--- config.mk ---
export PLATFORM = sky130hd
export DESIGN_NAME = button_conditioner
export DESIGN_NICKNAME = d
export VERILOG_FILES = /design/src/rtl/button_pkg.sv /design/src/rtl/button_channel.sv /design/src/rtl/button_conditioner.sv
export SDC_FILE = /design/constraint.sdc
export NUM_CORES = 1
export LEC_CHECK = 0
export CORE_MARGIN = 3
export CORE_UTILIZATION = 55
export CTS_BUF_LIST = sky130_fd_sc_hd__clkbuf_16
export DETAILED_ROUTE_END_ITERATION = 8
export PLACE_DENSITY = 0.72
export SLEW_MARGIN = 20
export SYNTH_ARGS = -nofsm -noshare
export SYNTH_HDL_FRONTEND = slang
export SYNTH_SLANG_ARGS = --single-unit
--- constraint.sdc ---
create_clock -name clk -period 3.4 [get_ports clk]
set_clock_uncertainty 0.05 [all_clocks]
set_input_delay 0.68 -clock clk [delete_from_list [all_inputs] [get_ports clk]]
set_output_delay 0.68 -clock clk [all_outputs]
set_load 0.03 [all_outputs]
--- src/rtl/button_pkg.sv ---
// button_pkg: shared timing constants, channel state type and counter sizing for button conditioning.
package button_pkg;
   localparam int CLK_HZ        = 50_000_000;
   localparam int DEBOUNCE_20MS = CLK_HZ / 1000 * 20;
   localparam int REPEAT_500MS  = CLK_HZ / 1000 * 500;
   localparam int REPEAT_100MS  = CLK_HZ / 1000 * 100;

   typedef enum logic [1:0] {IDLE, WAIT_DELAY, REPEATING} state_t;

   function automatic int cnt_width(input int a, input int b, input int c);
      int m;
      m = (a > b) ? a : b;
      m = (m > c) ? m : c;
      return $clog2(m) + 1;
   endfunction
endpackage

--- src/rtl/button_channel.sv ---
// button_channel: one button's synchronizer, debounce, press/release pulses and auto-repeat.
// Auto-repeat is built only when BUTTON_REPEAT_EN is defined.
module button_channel
   import button_pkg::*;
#(
   parameter int STABLE_CYCLES = DEBOUNCE_20MS,
   parameter int REPEAT_DELAY  = REPEAT_500MS,
   parameter int REPEAT_PERIOD = REPEAT_100MS
) (
   input  logic clk,
   input  logic rst,
   input  logic pb,
   output logic held,
   output logic press,
   output logic release_pulse
);
   localparam int CW = cnt_width(STABLE_CYCLES, REPEAT_DELAY, REPEAT_PERIOD);

   logic          s1, s2;
   logic [CW-1:0] cnt;
   logic          accept, rise, fall, rep;

   assign accept = (s2 != held) && (cnt == CW'(STABLE_CYCLES - 1));
   assign rise   = accept & s2;
   assign fall   = accept & ~s2;

   // any sample equal to held restarts the stability count
   always_ff @(posedge clk) begin
      if (rst) begin
         s1            <= 1'b0;
         s2            <= 1'b0;
         cnt           <= '0;
         held          <= 1'b0;
         press         <= 1'b0;
         release_pulse <= 1'b0;
      end else begin
         s1            <= pb;
         s2            <= s1;
         cnt           <= (s2 == held || accept) ? '0 : cnt + CW'(1);
         held          <= accept ? s2 : held;
         press         <= rise | rep;
         release_pulse <= fall;
      end
   end

`ifdef BUTTON_REPEAT_EN
   state_t        state, state_n;
   logic [CW-1:0] rpt, rpt_n;

   always_ff @(posedge clk) begin
      if (rst) begin
         state <= IDLE;
         rpt   <= '0;
      end else begin
         state <= state_n;
         rpt   <= rpt_n;
      end
   end

   // a falling held overrides any repeat expiring in the same cycle
   always_comb begin
      state_n = state;
      rpt_n   = rpt + CW'(1);
      rep     = 1'b0;
      if (fall) begin
         state_n = IDLE;
         rpt_n   = '0;
      end else begin
         case (state)
            IDLE: begin
               rpt_n   = '0;
               state_n = rise ? WAIT_DELAY : IDLE;
            end
            WAIT_DELAY: if (rpt == CW'(REPEAT_DELAY - 1)) begin
               state_n = REPEATING;
               rpt_n   = '0;
               rep     = 1'b1;
            end
            REPEATING: if (rpt == CW'(REPEAT_PERIOD - 1)) begin
               rpt_n = '0;
               rep   = 1'b1;
            end
            default: begin
               state_n = IDLE;
               rpt_n   = '0;
            end
         endcase
      end
   end
`else
   assign rep = 1'b0;
`endif
endmodule

--- src/rtl/button_conditioner.sv ---
// button_conditioner: WIDTH independent button channels (sync, debounce, pulses, optional repeat).
// Auto-repeat is enabled by defining BUTTON_REPEAT_EN.
module button_conditioner
   import button_pkg::*;
#(
   parameter int WIDTH         = 4,
   parameter int STABLE_CYCLES = DEBOUNCE_20MS,
   parameter int REPEAT_DELAY  = REPEAT_500MS,
   parameter int REPEAT_PERIOD = REPEAT_100MS
) (
   input  logic             clk,
   input  logic             rst,
   input  logic [WIDTH-1:0] pb,
   output logic [WIDTH-1:0] held,
   output logic [WIDTH-1:0] press,
   output logic [WIDTH-1:0] release_pulse
);
   genvar g;
   generate
      for (g = 0; g < WIDTH; g++) begin : g_ch
         button_channel #(
            .STABLE_CYCLES(STABLE_CYCLES),
            .REPEAT_DELAY (REPEAT_DELAY),
            .REPEAT_PERIOD(REPEAT_PERIOD)
         ) u_ch (
            .clk          (clk),
            .rst          (rst),
            .pb           (pb[g]),
            .held         (held[g]),
            .press        (press[g]),
            .release_pulse(release_pulse[g])
         );
      end
   endgenerate
endmodule

==> results.sh, run 1 <==
export IMPL_status="complete, no violations"
export IMPL_clkLatencyLatePin_ns=0.41
export IMPL_finalHoldViolCount=0
export IMPL_initial_utilization_pct=56.76
export IMPL_finalSetupViolCount=0
export IMPL_ys_types=33
export IMPL_synthXorXnorAreaFrac_pct=8.367
export IMPL_drive_above_1_share_pct=6.525
export IMPL_drtIter0Drc=193
export IMPL_cts_tree="done"
export IMPL_path_class="flop to flop"
export IMPL_cts_hold_buf=0
export IMPL_relSlewSlack_pct=50.24
export IMPL_synthAdderAreaFrac_pct=0.9021
export IMPL_cap_violations=0
export IMPL_cp_end_kind="flop"
export IMPL_p_leak_nw=1.837
export IMPL_viasPerCell=5.854
export IMPL_synth_compound_area_share_pct=10.92
export IMPL_pin_count=18
export IMPL_avgSynthCellArea_um2=8.641
export IMPL_htreeDepth=4
export IMPL_fp_dieW_um=106.4
export IMPL_vias=4636
export IMPL_port_buffer_count=17
export IMPL_synth_top_family_by_area="simple AND/OR/NAND/NOR gates"
export IMPL_grt_pass1_vias=4477
export IMPL_post_place_ws_ns=0.8982
export IMPL_clock_path_buffers=2
export IMPL_first_pass_iters=5
export IMPL_setup_total_negative_slack_ns=0
export IMPL_die_area_um2=11330
export IMPL_reg2reg_depth=6
export IMPL_synth_simple_area_share_pct=30.58
export IMPL_cp_slowest_stage_delay_ns=0.61
export IMPL_yosysSeqAreaShare_pct=44.75
export IMPL_min_path_cells=1
export IMPL_min_period_ns=2.536
export IMPL_nets=657
export IMPL_syn_num_nets=652
export IMPL_timing_final_crit_share_pct=74.59
export IMPL_antenna_found_initial=0
export IMPL_max_freq_ghz=0.3943
export IMPL_crit_path_top_delay_cell="o21ai_1"
export IMPL_crit_required_ns=3.65
export IMPL_synth_mux_area_share_pct=0
export IMPL_die_height_um=106.4
export IMPL_core_um2=9774
export IMPL_grt_ovfl_total=0
export IMPL_cts_buffers=17
export IMPL_finalInstanceArea_um2=6307
export IMPL_grt_total_usage_pct=21.76
export IMPL_powerDensity_nw_per_um2=510.3
export IMPL_rsz0062_at_grt="false"
export IMPL_hpwl_mm=7.703
export IMPL_grt_max_degree=26
export IMPL_synth_cells=642
export IMPL_nFillCells=824
export IMPL_cts_resized=0
export IMPL_worstPathCellList="ha_1 > nand3_1 > or3_1 > o21ai_1 > buf_4 > nor2_1"
export IMPL_post_cts_buffers=0
export IMPL_drv_slew=0
export IMPL_syn_to_final_growth_pct=13.69
export IMPL_numClockSinks=124
export IMPL_path_clk_slew_ns=0.05
export IMPL_worst_pin_slew_ns=0.7415
export IMPL_synth_area_um2=5548
export IMPL_worst_slack_ns=0.8640
export IMPL_clockRootBuffer="clkbuf_16"
export IMPL_wire_per_inst_um=14.41
export IMPL_worstSetupStartpointType="flop"
export IMPL_grt_pass1_wl_mm=20.10
export IMPL_dpl_cell_area_um2=5744
export IMPL_gp_routability_congestion=0.8189
export IMPL_postRouteAntennaNets=0
export IMPL_arrival_ns=2.78
export IMPL_rows=36
export IMPL_timing_hold_worst_class="flop to flop"
export IMPL_wl_mm=11.41
export IMPL_ys_seq_elements=124
export IMPL_drc=0
export IMPL_crit_fanout=14
export IMPL_n_antenna_cell=0
export IMPL_ys_warn_count=0
export IMPL_vdd_ir_drop_worst_mv=0.4077
final cells by class:
type | count | area (um2) | area share, %
sequential | 124 | 2482 | 39.36
clock inverter | 14 | 137.6 | 2.182
tap | 133 | 166.4 | 2.638
multi-input combinational | 465 | 2816 | 44.65
timing repair buffer | 24 | 222.7 | 3.531
inverter | 15 | 56.30 | 0.8927
clock buffer | 17 | 425.4 | 6.745
worst max-delay path, delay by kind of cell (launching register included):
family                     cells  cell delay, ns
DFF                            1            0.40
AOI/OAI and AO/OA              1            0.61
and+or+nand+nor                3            0.80
adders and majority gates      1            0.23
buffers and inverters          1            0.33
path summary, 6_finish.rpt:
kind	start	endpoint	slack, ns
max reg2reg	g_ch[0].u_ch.cnt[0]	g_ch[0].u_ch.cnt[7]	0.86
min reg2reg	g_ch[2].u_ch.s1	g_ch[2].u_ch.s2	0.39
min	g_ch[2].u_ch.s1	g_ch[2].u_ch.s2	0.39
max	g_ch[0].u_ch.cnt[0]	g_ch[0].u_ch.cnt[7]	0.86
placed cells by master (no fill, tap or decap), types with 24 or more instances in the layout:
cell / n
a21oi_1: 50
dfxtp_1: 124
nand2_1: 37
nand3_1: 37
nand4_1: 24
nor2_1: 63
o31ai_1: 29
or4_1: 34
xnor2_1: 36
registers in the layout (all words and copies together), names as in the netlist:
signal	count
g_ch.u_ch.s1	4
g_ch.u_ch.press	4
g_ch.u_ch.held	4
g_ch.u_ch.release_pulse	4
g_ch.u_ch.cnt	104
g_ch.u_ch.s2	4
kinds of logic (layout without fill, tap and decap cells):
logic type                 count (synthesis)  count (layout)
and+or+nand+nor                          303             303
xor gates and xnor gates                  53              53
adders and majority gates                  4               4
AOI/OAI and AO/OA                        105             105
DFF                                      124             124
buffers and inverters                     53              70
metrics by stage:
stage	power [W]	util (%)	instances	hold WS, ns
2_1_floorplan	0.001513	-	642	0.3638
3_3_place_gp	0.001527	58.77	761	0.3735
3_5_place_dp	0.001528	58.77	761	0.3790
4_1_cts	0.003247	64.53	792	0.3905
5_1_grt	0.003316	64.53	792	0.4146
6_report	0.003219	64.53	792	0.3879
Yosys cell counts (all sizes together):
cell type  number  share of area (%)
or4            35                4.8
xnor2          36                5.7
nor4b           5               0.79
nor4           22                2.5
and2            2               0.23
or3            27                3.2
clkbuf         22                1.5
nor3           13                1.2
ha              4               0.90
o21ai          25                2.3
nand2          37                2.5
and3           14                1.6
or4b            1               0.18
buf            16                2.0
nor2           63                4.3
a21oi          50                4.5
o31ai          29                3.9
or2             4               0.45
nor2b           8               0.90
xor2           17                2.7
nand3          37                3.3
nand4          26                3.3
o41ai           1               0.16
dfxtp         124                 45
inv            15                1.0
and4            9                1.4
per-layer routing:
layer  wire [um]  track usage (%)  up-vias
met5           0                0        -
met4         106            6.941        0
met3         403            6.132       10
met2        5639            36.52       70
met1        5262            27.13     2207
li1            -                -     2349
report_power, final:
part	switching, W	internal (W)
sequential	0.00000373	0.00146
clock	0.000600	0.00112
combinational	0.0000201	0.0000134
Note: power is estimated with default switching activity, not from simulation.
==> run 2, diff against run 1 <==
Settings changed: PLACE_DENSITY 0.72 to 0.74.
Clock period 3.4 ns to 2.28 ns, I/O delays scaled along.
==> run 2 against run 1 <==
  * Sequential cell count did not move
  * Die area unchanged
  * Clock power rose by 76%
  * Hold slack improved by 0.00051 ns
  * Non-clock buffer count increased by 5
  * Cell area is 2.5% higher
  * Clock-buffer cell count stayed put
  * Fmax up 20%
  * Power increased by 63%
  * Routed wire length is 0.81% higher
  * Largest power group unchanged
==> results.sh, run 2 (synthesis gave the netlist of run 1 again) <==
export IMPL_clock_path_buffers=2
export IMPL_finalHoldViolCount=0
export IMPL_grt_total_usage_pct=21.52
export IMPL_n_antenna_cell=0
export IMPL_pin_count=18
export IMPL_max_freq_ghz=0.4726
export IMPL_drc=0
export IMPL_vias=4736
export IMPL_core_um2=9774
export IMPL_most_common_layout_cells="dfxtp_1, nor2_1, a21oi_1"
export IMPL_final_common_cell="dfxtp_1"
export IMPL_path_clk_slew_ns=0.05
export IMPL_post_cts_buffers=0
export IMPL_powerDensity_nw_per_um2=813.4
export IMPL_rows=36
export IMPL_clkLatencyLatePin_ns=0.42
export IMPL_port_buffer_count=17
export IMPL_min_period_ns=2.116
export IMPL_hpwl_mm=7.685
export IMPL_grt_max_degree=25
export IMPL_arrival_ns=2.37
export IMPL_path_class="flop to flop"
export IMPL_antenna_found_initial=0
export IMPL_timing_final_crit_share_pct=92.81
export IMPL_drtIter0Drc=308
export IMPL_post_place_ws_ns=0.1618
export IMPL_fin_cells=798
export IMPL_postRouteAntennaNets=0
export IMPL_crit_buf_inv=0
export IMPL_die_height_um=106.4
export IMPL_worstPathCellList="ha_1 > nand3_1 > or4_1 > or2_2 > and3_1"
export IMPL_fp_dieW_um=106.4
export IMPL_total_power_w=0.005258
export IMPL_regMostFlops="g_ch.u_ch.cnt"
export IMPL_rsz0062_at_grt="false"
export IMPL_cp_slowest_stage_delay_ns=0.63
export IMPL_crit_fanout=5
export IMPL_finalSetupViolCount=0
export IMPL_grt_pass1_wl_mm=19.86
export IMPL_cp_end_kind="flop"
export IMPL_die_area_um2=11330
export IMPL_setup_total_negative_slack_ns=0
export IMPL_numClockSinks=124
export IMPL_cts_buffers=17
export IMPL_cp_top_family="simple AND/OR/NAND/NOR gates"
export IMPL_grt_ovfl_total=0
export IMPL_vdd_ir_drop_worst_mv=0.9055
export IMPL_gp_routability_congestion=0.8447
export IMPL_dp_cells=766
export IMPL_drive_above_1_share_pct=8.571
export IMPL_worst_pin_slew_ns=0.5192
export IMPL_worstSetupStartpointType="flop"
export IMPL_nets=662
export IMPL_crit_required_ns=2.54
export IMPL_initial_utilization_pct=56.76
export IMPL_cts_resized=0
export IMPL_fin_util_pct=66.14
export IMPL_cts_hold_buf=0
export IMPL_wire_per_inst_um=14.42
export IMPL_wl_mm=11.50
export IMPL_timing_hold_worst_class="flop to flop"
export IMPL_grt_pass1_vias=4456
export IMPL_relSlewSlack_pct=65.29
export IMPL_syn_to_final_growth_pct=16.53
export IMPL_clockRootBuffer="clkbuf_16"
export IMPL_viasPerCell=5.935
export IMPL_drv_slew=0
export IMPL_first_pass_iters=7
export IMPL_cap_violations=0
export IMPL_p_leak_nw=1.893
export IMPL_cts_tree="done"
export IMPL_status="complete, no violations"
export IMPL_worst_slack_ns=0.1638
export IMPL_crit_path_top_delay_cell="or4_1"
export IMPL_largest_reg_flops=104
export IMPL_htreeDepth=4
-- run 2: cell types whose count changed in the layout (fill, tap and decap cells not counted) --
cell / previous run / this run
clkinvlp_4: 1 / 5
clkinv_4: 0 / 1
bufinv_16: 3 / 6
clkinv_1: 5 / 0
buf_4: 7 / 11
inv_6: 0 / 1
inv_1: 18 / 15
buf_12: 0 / 1
-- run 2: path summary, 6_finish.rpt --
check | from | endpoint | slack [ns] | cells after the start
max | g_ch[2].u_ch.cnt[0] | g_ch[2].u_ch.cnt[1] | 0.16 | 5
min | g_ch[2].u_ch.s1 | g_ch[2].u_ch.s2 | 0.39 | 1
max reg2reg | g_ch[2].u_ch.cnt[0] | g_ch[2].u_ch.cnt[1] | 0.16 | 5
min reg2reg | g_ch[2].u_ch.s1 | g_ch[2].u_ch.s2 | 0.39 | 1
-- run 2: worst register-to-register path: stages, from the launching register on --
cell and delay, ns:
dfxtp_1 0.37, ha_1 0.23, nand3_1 0.20, or4_1 0.63, or2_2 0.35, and3_1 0.18
-- run 2: metrics by stage --
stage | cell area [um2] | hold slack [ns]
after detailed placement | 5794 | 0.3850
final | 6465 | 0.3885
after global routing | 6465 | 0.4109
after floorplan | 5548 | 0.3638
after CTS | 6465 | 0.3977
after global placement | 5794 | 0.3773
-- run 2: power by group --
part	switching [W]	internal, W
Combinational	0.0000302	0.0000226
Clock	0.000977	0.00205
Sequential	0.00000605	0.00218
Total	0.00101	0.00425
-- run 2: layout make-up --
type / instances / area (um2)
Fill cell: 816 / 3309
Inverter: 15 / 56.30
Tap cell: 133 / 166.4
Timing Repair Buffer: 29 / 272.8
Clock inverter: 15 / 245.2
Multi-Input combinational cell: 465 / 2816
Sequential cell: 124 / 2482
Clock buffer: 17 / 425.4
-- run 2: per-layer routing --
layer	global-route usage [%]	share of wire (%)	vias to the layer above
met3	6.193	4.3	25
met4	11.32	1.7	0
li1	-	-	2374
met5	0	0	-
met2	34.89	49	102
met1	25.88	45	2235
